<file path="src/rtl/div_unit.sv">
// Iterative 32-bit radix-2 restoring divider for DIV/DIVU/REM/REMU.
// Define DIV_FAST_SPECIAL_EN to finish divide-by-zero and overflow early.
module div_unit (
    input  logic        clk,
    input  logic        rst,
    input  logic        start,
    input  logic        kill,
    input  logic [1:0]  div_op,
    input  logic [31:0] operand1,
    input  logic [31:0] operand2,
    output logic        busy,
    output logic        done,
    output logic [31:0] result
);

    localparam logic [1:0] IDLE = 2'd0;
    localparam logic [1:0] CALC = 2'd1;
    localparam logic [1:0] FIN  = 2'd2;

    logic [1:0]  state;
    logic [4:0]  cnt;
    logic [31:0] rem_q;
    logic [31:0] quo_q;
    logic [31:0] dvs_q;
    logic [1:0]  op_q;
    logic        neg_q_f;
    logic        neg_r_f;

    logic        is_signed;
    logic        accept;
    logic [31:0] mag1;
    logic [31:0] mag2;
    logic        neg_q_in;
    logic        neg_r_in;
    logic [32:0] shifted;
    logic [32:0] diff;
    logic        ge;
    logic [31:0] q_fin;
    logic [31:0] r_fin;

    assign is_signed = ~div_op[0];
    assign accept    = (state == IDLE) && start && !kill;
    assign busy      = (state != IDLE);

    assign mag1 = (is_signed && operand1[31]) ? (~operand1 + 32'd1) : operand1;
    assign mag2 = (is_signed && operand2[31]) ? (~operand2 + 32'd1) : operand2;

    // a zero divisor keeps the all-ones quotient unsigned
    assign neg_q_in = is_signed && (operand1[31] ^ operand2[31]) && (operand2 != 32'd0);
    assign neg_r_in = is_signed && operand1[31];

    assign shifted = {rem_q, quo_q[31]};
    assign diff    = shifted - {1'b0, dvs_q};
    assign ge      = (shifted >= {1'b0, dvs_q});

    assign q_fin = neg_q_f ? (~quo_q + 32'd1) : quo_q;
    assign r_fin = neg_r_f ? (~rem_q + 32'd1) : rem_q;

`ifdef DIV_FAST_SPECIAL_EN
    logic is_zero;
    logic is_ovf;
    assign is_zero = (operand2 == 32'd0);
    assign is_ovf  = is_signed && (operand1 == 32'h8000_0000)
                     && (operand2 == 32'hFFFF_FFFF);
`endif

    always_ff @(posedge clk or posedge rst) begin
        if (rst) begin
            state   <= IDLE;
            cnt     <= 5'd0;
            rem_q   <= 32'd0;
            quo_q   <= 32'd0;
            dvs_q   <= 32'd0;
            op_q    <= 2'd0;
            neg_q_f <= 1'b0;
            neg_r_f <= 1'b0;
            done    <= 1'b0;
            result  <= 32'd0;
        end else begin
            done <= 1'b0;
            case (state)
                IDLE: begin
                    if (accept) begin
                        op_q    <= div_op;
                        neg_q_f <= neg_q_in;
                        neg_r_f <= neg_r_in;
                        dvs_q   <= mag2;
                        cnt     <= 5'd0;
`ifdef DIV_FAST_SPECIAL_EN
                        // preload the magnitudes the full loop would produce
                        if (is_zero) begin
                            quo_q <= 32'hFFFF_FFFF;
                            rem_q <= mag1;
                            state <= FIN;
                        end else if (is_ovf) begin
                            quo_q <= 32'h8000_0000;
                            rem_q <= 32'd0;
                            state <= FIN;
                        end else begin
                            quo_q <= mag1;
                            rem_q <= 32'd0;
                            state <= CALC;
                        end
`else
                        quo_q <= mag1;
                        rem_q <= 32'd0;
                        state <= CALC;
`endif
                    end
                end
                CALC: begin
                    if (kill) begin
                        state <= IDLE;
                    end else begin
                        rem_q <= ge ? diff[31:0] : shifted[31:0];
                        quo_q <= {quo_q[30:0], ge};
                        cnt   <= cnt + 5'd1;
                        if (cnt == 5'd31)
                            state <= FIN;
                    end
                end
                FIN: begin
                    state <= IDLE;
                    if (!kill) begin
                        done   <= 1'b1;
                        result <= op_q[1] ? r_fin : q_fin;
                    end
                end
                default: state <= IDLE;
            endcase
        end
    end

endmodule

</file>
<file path="config.mk">
export PLATFORM = sky130hd
export DESIGN_NAME = div_unit
export DESIGN_NICKNAME = d
export VERILOG_FILES = /design/src/rtl/div_unit.sv
export SDC_FILE = /design/constraint.sdc
export NUM_CORES = 1
export LEC_CHECK = 0
export BUFFER_PORTS_ARGS = -buffer_cell sky130_fd_sc_hd__buf_2
export CAP_MARGIN = 15
export CELL_PAD_IN_SITES_DETAIL_PLACEMENT = 1
export CELL_PAD_IN_SITES_GLOBAL_PLACEMENT = 1
export CORE_ASPECT_RATIO = 1.4
export CORE_MARGIN = 5
export CORE_UTILIZATION = 45
export CTS_CLUSTER_SIZE = 14
export DETAILED_ROUTE_END_ITERATION = 12
export PLACE_DENSITY_LB_ADDON = 0.1
export SYNTH_ARGS = -nofsm -noshare
export SYNTH_HDL_FRONTEND = slang
export SYNTH_SLANG_ARGS = --single-unit
</file>
<file path="constraint.sdc">
create_clock -name clk -period 6.3 [get_ports clk]
set_input_delay 1.575 -clock clk [delete_from_list [all_inputs] [get_ports clk]]
set_output_delay 1.575 -clock clk [all_outputs]
set_load 0.03 [all_outputs]
</file>
### Word level (Yosys, flattened, before mapping)

Index checks and enable logic that the tools add are counted.

| storage, ports and cells | value |
|---|---|
| register bits | 140 |
| input port bits | 70 |
| output and inout bits | 34 |
| logic and storage cells | 66 |

| cells by class | value |
|---|---|
| add/sub/neg operators | 6 |
| magnitude comparators | 1 |
| equality and inequality tests | 6 |
| multiplexer cells | 21 |
| bitwise operators | 7 |
| reduce and logical (&&, ||, !) cells | 15 |

Operators with widths:

| operator | number |
|---|---|
| $mux W32 | 10 |
| $add A32 B1 Y32 const B | 4 |
| $not A32 Y32 | 4 |
| $pmux W32 S2 | 2 |
| $ge A33 B32 Y1 | 1 |
| $reduce_bool A32 Y1 | 1 |
| $sub A32 B32 Y32 | 1 |
| $mux W5 | 2 |
| $pmux W5 S2 | 1 |
| $logic_and A1 B1 Y1 | 6 |
| $mux W2 | 3 |
| $reduce_and A2 Y1 | 3 |
| $add A5 B1 Y5 const B | 1 |
| $eq A5 B5 Y1 const B | 1 |
| $ne A2 B2 Y1 const B | 2 |
| $pmux W2 S2 | 1 |
| $reduce_bool A2 Y1 | 2 |
| $ne A3 B3 Y1 const B | 1 |
| $reduce_and A3 Y1 | 1 |
| $eq A2 B1 Y1 const B | 1 |
| $eq A2 B2 Y1 const B | 1 |
| $logic_not A2 Y1 | 1 |
| $mux W1 | 2 |
| $not A1 Y1 | 2 |
| 2 further kinds | 2 |

### Logic depth before layout (Yosys ltp)

Gate-level depths: netlist of the first run.

| depth | value |
|---|---|
| depth in word-level cells | 5 |
| mapped depth | 14 |
| mapped depth without buffers | 13 |

### Worst setup path after synthesis of the first run

OpenSTA, ideal clock, no wires.

| path | value |
|---|---|
| path type | input to register |
| start | input operand1[8] |
| end | register quo_q[17] |
| library setup time | 0.135 ns |
| data arrival time | 3.630 ns |
| required time | 6.165 ns |
| slack | 2.535 ns |
| cell stages on the path | 8 |
| path buffers | 0 |
| cell sequence | or4_1 -> or3_1 -> or4_1 -> o41ai_1 -> xor2_1 -> nor2_1 -> a21oi_1 -> o21ai_0 |

| on the way | value |
|---|---|
| cells in the longest elaborated chain, start to end | 5 |

Ends and longest elaborated chain:

| element | line | text |
|---|---|---|
| start: declaration | 9 | `input logic [31:0] operand1,` |
| $not A32 Y32 | 45 | `assign mag1 = (is_signed && operand1[31]) ? (~operand1 + 32'd1) : operand1;` |
| $add A32 B1 Y32 | 45 |  |
| $mux W32 | 45 |  |
| $mux W32 | 83 | `if (accept) begin` |
| $pmux W32 S2 | 81 | `case (state)` |
| end signal: assignment | 105 | `quo_q <= mag1;` |
| end signal: assignment | 116 | `quo_q <= {quo_q[30:0], ge};` |
| end: declaration | 23 | `logic [31:0] quo_q;` |

No other way between the ends. The select of a mux whose other input is x is not followed.
A chain may end at the register's enable or synchronous reset.

### Final worst setup path of the first run

| path | value |
|---|---|
| start | register quo_q[31] |
| end | register rem_q[28] |

| on the way | value |
|---|---|
| cells in the longest elaborated chain, start to end | 4 |
| elaborated cells on any way between the ends | 5 |
| those cells by class | add/sub (1); order compare (1); mux (3) |

Ends and longest elaborated chain:

| element | line | text |
|---|---|---|
| $sub A32 B32 Y32 or $ge A33 B32 Y1 (tied branches) | 53, 54 |  |
| $mux W32 * | 115 | `rem_q <= ge ? diff[31:0] : shifted[31:0];` |
| $mux W32 * | 112 | `if (kill) begin` |
| $pmux W32 S2 * | 81 |  |
| end signal: assignment | 115 |  |
| end: declaration | 22 | `logic [31:0] rem_q;` |

Every way passes the cells marked *; elsewhere a longest branch is shown, timed or not. The select of a mux whose other input is x is not followed.

==> results.cfg, run 1 <==
[yosys]
synthAdderAreaFrac = 0.0482
synth_xor_area_frac = 0.120
yosysTopAreaCellShare = 0.338
ys_top_cells_by_area = dfrtp_1 (34%), o21ai_0 (9.9%), nand2_1 (7.6%)
synth_top_area_cell = dfrtp_1
yosysMostFrequentCell = nand2_1
syn-cell-area_mm2 = 0.0103
synth_area_per_cell_um2 = 7.86
ys_ff_latch = 139
netlist-cell-type-count = 61
synth-compound-area-share = 0.224
synth_nets = 1417
yosysWarnings = 0
synth_top_family_by_area = compound AO/OA/AOI/OAI gates
synthArstFlopShare = 1.00
synth_commonest_cells = nand2_1 (208), o21ai_0 (204), dfrtp_1 (139), nor2_1 (95), a21oi_1 (89)
synthSimpleGateAreaFrac = 0.200
syn_inst = 1308
synth_edf_count = 0
synth_mux_area_frac = 0.0247
synth_top_flop_cell = dfrtp_1
synth.yosys.seq_area_share = 0.338

[timing]
timing.final.crit_share = 0.611
hold_slack_ps = 471
setup_viol = 0
rsz0062_at_grt = no
relSlewSlack = 0.299
hold_viol = 0
worstMarginPinSlew_ps = 1050
slew_viol_final = 0
timing.fmax_mhz = 260
finalSetupTns_ps = 0
min_period_ps = 3850
fin_worst_skew_ps = 10.4

[clock_tree]
clkSinkCount = 139
cts_root_buffer = clkbuf_16
clk_latency_ps = 430
hold_buffers = 0
cts_tree = built
cts_made_buffers = 17
htreeDepth = 4
post-cts-setup-buffers = 0
postCtsResizedCells = 0
clk_pin_slew_worst_paths_ps = 70
clk_path_buf_depth = 2

[cells_and_area]
drive_gt1_frac = 0.123
final_net_count = 1481
n_antenna_cell = 0
area_delta_synth_final_pct = 13.2
nFillCells = 2783
final_cells = 1686

[floorplan]
die_h_um = 189
die_w_um = 138
start_util = 0.456
io_pins = 104
core_area_mm2 = 0.0225
dieArea_mm2 = 0.0260
rows = 65

[placed_design]
hpwl_um = 25000
place_inst = 1653
portBuffers = 103
gp_congestion = 0.902

[power_and_ir_drop]
peakVddDrop_uv = 234
p_total_mw = 5.09
p_leak_nw = 5.14
p_per_area_mw_per_mm2 = 438

[global_route]
antenna_found_initial = 0
grt_usage = 0.257
grt_pass1_vias = 10210
grt_pass1_wl_um = 53100
grt_max_degree = 102
overflow = 0

[detailed_routing]
viasPerCell = 5.66
vias = 9535
drtAntennaViolNets = 0
wire_per_inst_um = 19.1
finalWirelength_um = 32300
drc = 0
drt_iter0_drc = 479
firstDrtPassIters = 4

[job]
maxCapViolCount = 0

[critical_path]
rrSetupSlack_ps = 2450
cp_data_required_time_ps = 6570
cp-end-kind = register
cp_max_fo = 3
critical_path_class = register to register
worstPathArrival_ps = 4120
start_kind = register

[outcome]
status = complete, no violations

[worst_hold_path]
hold_path.class = register to register
==> registers in the layout, indices dropped and copies added, names as in the netlist <==
signal	cells
neg_q_f	1
done	1
cnt	5
quo_q	32
rem_q	32
state	2
result	32
dvs_q	32
neg_r_f	1
op_q	1
==> final cells by class <==
type	instances	area, um^2	area share
inverters	52	200	0.0172
multi-input cells	1048	6360	0.547
clock inverters	11	143	0.0123
repair buffers	114	618	0.0531
well taps	301	377	0.0324
clock buffers	21	460	0.0396
flip-flops and latches	139	3480	0.299
==> per-stage QoR <==
step           setup WS [ps]  cell area (um^2)   util
2_1_floorplan           1000             10300      -
3_3_place_gp            2030             11000  0.489
3_5_place_dp            2010             11000  0.489
4_1_cts                 2430             11600  0.516
5_1_grt                 2220             11600  0.517
6_report                2450             11600  0.517
==> cells in the final DEF, fill, tap and decap left out, types with 17 or more instances in the layout <==
cell type / count
nor3_1: 20
nor2_1: 93
o31ai_1: 29
ha_1: 38
dfrtp_1: 139
or3_1: 17
xnor2_1: 77
a21oi_1: 89
xor2_1: 64
clkbuf_16: 17
mux2i_1: 22
nand2_1: 207
inv_1: 51
buf_2: 103
o21ai_0: 204
==> per-layer routing <==
metal / track usage / part of all wire / up-vias / routed length [um]
li1: - / - / 4704 / -
met1: 0.298 / 0.41 / 4623 / 13100
met2: 0.473 / 0.53 / 154 / 17200
met3: 0.0300 / 0.023 / 54 / 749
met4: 0.101 / 0.038 / 0 / 1230
met5: 0 / 0 / - / 0
==> where the power goes <==
part | switching, mW | internal, mW | total (mW)
clock | 0.405 | 0.642 | 1.05
sequential | 0.365 | 1.09 | 1.45
combinational | 1.56 | 1.04 | 2.59
==> path summary, 6_finish.rpt <==
path | startpoint | endpoint | cells after the start
setup / recovery | quo_q[31] | rem_q[28] | 13
hold / removal | result[14] | result[14] | 2
setup reg to reg | quo_q[31] | rem_q[28] | 13
hold reg to reg | result[14] | result[14] | 2
max in group asynchronous | rst | quo_q[7] | 3
min in group asynchronous | rst | result[19] | 2
==> logic make-up after synthesis <==
kind of cell             after synthesis
AND/OR/NAND/NOR                      443
AO/OA/AOI/OAI                        400
XOR/XNOR                             141
flip-flops                           139
buffers and inverters                121
adder cells (fa/ha/maj)               39
multiplexers                          25
==> critical path: stages (launching register included) <==
cell	delay (ps)
dfrtp_1	450
inv_1	180
ha_1	190
inv_1	50
fa_1	420
a211oi_1	300
o21ai_0	220
a41oi_1	500
nor4bb_1	180
o31ai_1	530
o21ai_0	200
xor2_1	180
mux2i_1	180
o21ai_0	100
(Power assumes the default switching activity.)
==> run 2: changes to the inputs <==
--- a/config.mk
+++ b/config.mk
@@ -11,7 +11,7 @@
 export CELL_PAD_IN_SITES_GLOBAL_PLACEMENT = 1
 export CORE_ASPECT_RATIO = 1.4
 export CORE_MARGIN = 5
-export CORE_UTILIZATION = 45
+export CORE_UTILIZATION = 41
 export CTS_CLUSTER_SIZE = 14
 export DETAILED_ROUTE_END_ITERATION = 12
 export PLACE_DENSITY_LB_ADDON = 0.1
==> constraint.sdc (replaced) <==
create_clock -name clk -period 3.3 [get_ports clk]
set_input_delay 0.825 -clock clk [delete_from_list [all_inputs] [get_ports clk]]
set_output_delay 0.825 -clock clk [all_outputs]
set_load 0.03 [all_outputs]
==> run 2 against run 1 <==
Effect of this change: largest power group unchanged; final cell count rose by 6.0%; final area up 6.6%; first-iteration DRC count shrank 21%; non-clock buffer count rose by 89; critical path type unchanged; critical endpoint is now result[28]; hold slack about the same; the run now ends with negative setup slack left; via count rose by 3.7%; flip-flop and latch count stayed put; largest cell class unchanged; highest routed layer unchanged; global-route usage is 1.4 points lower; setup slack worse by 2500 ps; maximum frequency rose by 14%; combinational power is 130% higher.
==> results.cfg, run 2 (synthesis gave the netlist of run 1 again) <==
[timing]
hold_viol = 0
rsz0062_at_grt = yes
hold_slack_ps = 472
worstMarginPinSlew_ps = 967
min_period_ps = 3370
finalSetupTns_ps = -85.9
timing.fmax_mhz = 297
setup_viol = 2
fin_worst_skew_ps = 7.52
slew_viol_final = 0
timing.final.crit_share = 1.02
worst_slack_ps = -69.1
relSlewSlack = 0.355

[clock_tree]
htreeDepth = 4
clk_pin_slew_worst_paths_ps = 60
clkSinkCount = 139
cts_tree = built
cts_root_buffer = clkbuf_16
clk_path_buf_depth = 2
hold_buffers = 0
clk_latency_ps = 430
cts_made_buffers = 17

[placed_design]
placed_area_mm2 = 0.0117
hpwl_um = 26300
portBuffers = 103
gp_congestion = 0.928
place_inst = 1754

[critical_path]
cp_max_fo = 3
critical_path_class = register to register
cp_data_required_time_ps = 3660
cp-end-kind = register
cp_top_family = simple AND/OR/NAND/NOR gates
cp_slowest_cell = or4_4
crit_top_cell = or4_4
start_kind = register
path_cells = inv_2, ha_4, or4b_4, or4_4, or3_4, or4_4, or4_4, o31ai_4, xnor2_1, o21ai_1, o21ai_1
worst-path-buf-inv = 1
worstPathArrival_ps = 3730
max_stage_delay_ps = 480

[floorplan]
start_util = 0.417
core_area_mm2 = 0.0247
dieArea_mm2 = 0.0284
die_h_um = 197
io_pins = 104
rows = 68
die_w_um = 144

[cells_and_area]
n_antenna_cell = 0
design_area_mm2 = 0.0124
area_delta_synth_final_pct = 20.7
drive_gt1_frac = 0.183
final_cells = 1788
final_net_count = 1570
final_common_cell = nand2_1
final_cell_mix = nand2_1 (206), o21ai_0 (202), dfrtp_1 (139)

[detailed_routing]
finalWirelength_um = 33900
drc = 0
drt_iter0_drc = 379
viasPerCell = 5.53
firstDrtPassIters = 5
vias = 9888
wire_per_inst_um = 19.0
drtAntennaViolNets = 0

[power_and_ir_drop]
p_per_area_mw_per_mm2 = 845
p_total_mw = 10.5
peakVddDrop_uv = 406
p_leak_nw = 5.59

[global_route]
grt_pass1_wl_um = 54900
antenna_found_initial = 0
grt_pass1_vias = 10588
overflow = 0
grt_usage = 0.243
grt_max_degree = 140

[worst_hold_path]
hold_path.class = register to register

[outcome]
violations = negative setup slack
status = finished, violations left

[job]
maxCapViolCount = 0
run 2: cell count changes in the layout (fill, tap and decap cells not counted), moves of 2 or more:
cell,before,now
buf_12,0,3
buf_4,10,97
clkbuf_8,2,4
inv_1,51,49
inv_2,0,2
inv_6,2,0
o21ai_0,204,202
or3_1,17,14
or3_4,1,4
run 2: stage by stage:
step                worst slack [ps]   util
floorplan                       9.43      -
global placement               -22.7  0.475
detailed placement             -66.9  0.475
CTS                            -92.5  0.500
global route                    -177  0.503
finish                         -69.1  0.503
run 2: worst reg2reg max path, delay by kind of cell, from the launching register on:
| family | cells | cell delay [ps] |
|---|---|---|
| AO/OA/AOI/OAI | 3 | 400 |
| buffers and inverters | 1 | 90 |
| adder cells (fa/ha/maj) | 1 | 130 |
| XOR/XNOR | 1 | 150 |
| AND/OR/NAND/NOR | 5 | 2140 |
| flip-flops | 1 | 400 |
run 2: routing by layer:
metal  wire [um]  track usage
met4        1210       0.0963
met3         892       0.0344
met2       18000        0.450
met1       13900        0.276
met5           0            0
run 2: path summary, 6_finish.rpt:
check                          start    endpoint  slack, ps  depth (start not counted)
min                        result[9]   result[9]        470                          2
min reg2reg                result[9]   result[9]        470                          2
max in group asynchronous        rst   rem_q[23]       2110                          3
min in group asynchronous        rst   result[5]        640                          3
max                         quo_q[0]  result[28]        -70                         11
max reg2reg                 quo_q[0]  result[28]        -70                         11
run 2: area by class of cell:
class / instances / area, um^2
fillers: 3042 / 12300
multi-input cells: 1048 / 6430
flip-flops and latches: 139 / 3480
repair buffers: 203 / 1300
clock buffers: 24 / 492
well taps: 315 / 394
inverters: 52 / 199
clock inverters: 7 / 113
run 2: where the power goes:
group / internal, mW / switching [mW] / leakage [nW]
clock: 1.26 / 0.730 / 0.296
combinational: 2.53 / 3.42 / 3.48
sequential: 2.08 / 0.468 / 1.81
total: 5.87 / 4.62 / 5.59
run 2: what timing repair did:
action / in CTS / in global routing
setup buffers: 0 / 3
pin swaps: 0 / 10
setup endpoints to repair: 6 / 10
resized for setup: 5 / 13
==> run 3: changes to the inputs <==
--- a/config.mk
+++ b/config.mk
@@ -15,6 +15,7 @@
 export CTS_CLUSTER_SIZE = 14
 export DETAILED_ROUTE_END_ITERATION = 12
 export PLACE_DENSITY_LB_ADDON = 0.1
+export REMOVE_ABC_BUFFERS = 1
 export SYNTH_ARGS = -nofsm -noshare
 export SYNTH_HDL_FRONTEND = slang
 export SYNTH_SLANG_ARGS = --single-unit
==> run 3 against run 2 <==
Effect of this change: the run still ends with negative setup slack left; critical endpoint is now result[30]; final area is 1.2% higher; sequential power hardly changed; critical path depth stayed put; first-iteration DRC count rose by 23%; hold slack got worse by 130 ps; clock power increased by 7%; highest routed layer unchanged; register-to-register slack worse by 100 ps; sequential share of layout area is 0.33 points lower; largest cell class unchanged.
==> results.cfg, run 3 (synthesis gave the netlist of run 1 again) <==
[global_route]
grt_pass1_wl_um = 54200
grt_usage = 0.239
overflow = 0
antenna_found_initial = 0
grt_max_degree = 82
grt_pass1_vias = 10507

[power_and_ir_drop]
internal-power_mw = 6.03
pwr-share-seq = 0.238
p_clk_frac = 0.200
p_per_area_mw_per_mm2 = 849
peakVddDrop_uv = 406
comb_power_share = 0.562
p_leak_nw = 5.68
p_sw_frac = 0.435
p_switching_mw = 4.64

[floorplan]
start_util = 0.417
io_pins = 104
core_area_mm2 = 0.0247
dieArea_mm2 = 0.0284
die_w_um = 144
rows = 68
die_h_um = 197

[detailed_routing]
firstDrtPassIters = 8
drtAntennaViolNets = 0
drt_iter0_drc = 466
finalWirelength_um = 33600
drc = 0
viasPerCell = 5.55
vias = 9982
wire_per_inst_um = 18.6

[critical_path]
cp_max_fo = 3
critical_path_class = register to register
r2r-end = result[30]
cp_slowest_cell = or4_4
worstPathArrival_ps = 3820
r2r_cells = 11
path_cells = inv_2, ha_4, or4b_4, or4_4, or3_4, or4_4, or4_4, o21ai_2, xnor2_1, mux2i_1, o21ai_1
start_kind = register
rrSetupSlack_ps = -170
cp_data_required_time_ps = 3650
max_stage_delay_ps = 480
cp_top_family = simple AND/OR/NAND/NOR gates
worst-path-buf-inv = 1
cp-end-kind = register
crit_top_cell = or4_4
r2r_start = quo_q[0]

[cells_and_area]
n_antenna_cell = 0
design_area_mm2 = 0.0126
drive_gt1_frac = 0.193
final_net_count = 1581
final_cell_mix = nand2_1 (206), o21ai_0 (201), dfrtp_1 (139)
final_common_cell = nand2_1
area_delta_synth_final_pct = 22.1

[clock_tree]
cts_made_buffers = 17
clk_path_buf_depth = 2
clk_latency_ps = 430
htreeDepth = 4
hold_buffers = 0
cts_root_buffer = clkbuf_16
clkSinkCount = 139
cts_tree = built
clk_pin_slew_worst_paths_ps = 60

[timing]
worstMarginPinSlew_ps = 981
hold_slack_ps = 338
hold_viol = 0
relSlewSlack = 0.346
slew_viol_final = 0
setup_viol = 3
min_period_ps = 3470
worst_slack_ps = -170
rsz0062_at_grt = yes
fin_worst_skew_ps = 11.6
finalSetupTns_ps = -453
timing.final.crit_share = 1.05
timing.fmax_mhz = 288

[placed_design]
place_ws_ps = -157
hpwl_um = 25800
portBuffers = 103
gp_congestion = 0.976
placed_area_mm2 = 0.0118

[worst_hold_path]
hold_path.class = primary input to asynchronous set/reset pin

[outcome]
violations = negative setup slack
status = finished, violations left

[job]
maxCapViolCount = 0
[run 3: changes by cell type in the layout (fill, tap and decap cells not counted), sizes merged]
cell	before	now
buf	203	214
bufinv	3	5
clkbuf	24	20
clkinv	3	5
inv	51	52
[run 3: power groups by stage]
| stage | clock, mW | combinational (mW) | sequential [mW] |
|---|---|---|---|
| final | 2.13 | 6.00 | 2.54 |
| after global routing | 2.25 | 6.63 | 2.60 |
| after CTS | 2.17 | 5.97 | 2.53 |
| after detailed placement | 0 | 5.83 | 2.55 |
| after global placement | 0 | 5.72 | 2.53 |
| after floorplan | 0 | 3.66 | 2.54 |
[run 3: worst register-to-register path, delay by kind of cell (launching register included)]
kind,cells,cell delay [ps]
AOI/OAI and AO/OA,2,330
xor gates and xnor gates,1,140
adders and majority gates,1,130
buffers and inverters,1,100
DFF,1,390
muxes,1,100
and+or+nand+nor,5,2190
[run 3: stage by stage]
| step | power, mW | instances | utilization |
|---|---|---|---|
| 2_1_floorplan | 6.19 | 1239 | - |
| 3_3_place_gp | 8.25 | 1762 | 0.477 |
| 4_1_cts | 10.7 | 1798 | 0.507 |
| 6_report | 10.7 | 1800 | 0.509 |
| 5_1_grt | 11.5 | 1800 | 0.509 |
| 3_5_place_dp | 8.38 | 1762 | 0.477 |
[run 3: repair_timing]
| action | 4_1_cts | 5_1_grt |
|---|---|---|
| setup endpoints to repair | 11 | 11 |
| pin swaps | 2 | 3 |
| resized for setup | 12 | 11 |
| setup buffers | 4 | 2 |
[run 3: worst max-delay path by stage]
stage,start,end,slack (ps),cells past startpoint
after floorplan,rst,cnt[0],-1250,1
after global placement,quo_q[1],result[28],-60,11
after detailed placement,quo_q[1],result[30],-160,11
after CTS,quo_q[1],result[30],-120,11
after global routing,quo_q[1],result[26],-260,12
final,quo_q[0],result[30],-170,11
[run 3: final cells by class]
cell class                      count  area [um^2]
Timing Repair Buffer              214         1370
Multi-Input combinational cell   1048         6460
Inverter                           52          200
Clock buffer                       20          457
Fill cell                        3069        12100
Tap cell                          315          394
Clock inverter                     12          194
Sequential cell                   139         3480
[run 3: routing by layer]
layer,track usage,part of all wire,vias up
li1,-,-,4906
met1,0.293,0.43,4874
met2,0.438,0.52,167
met3,0.0291,0.028,35
met4,0.0621,0.018,0
met5,0,0,-
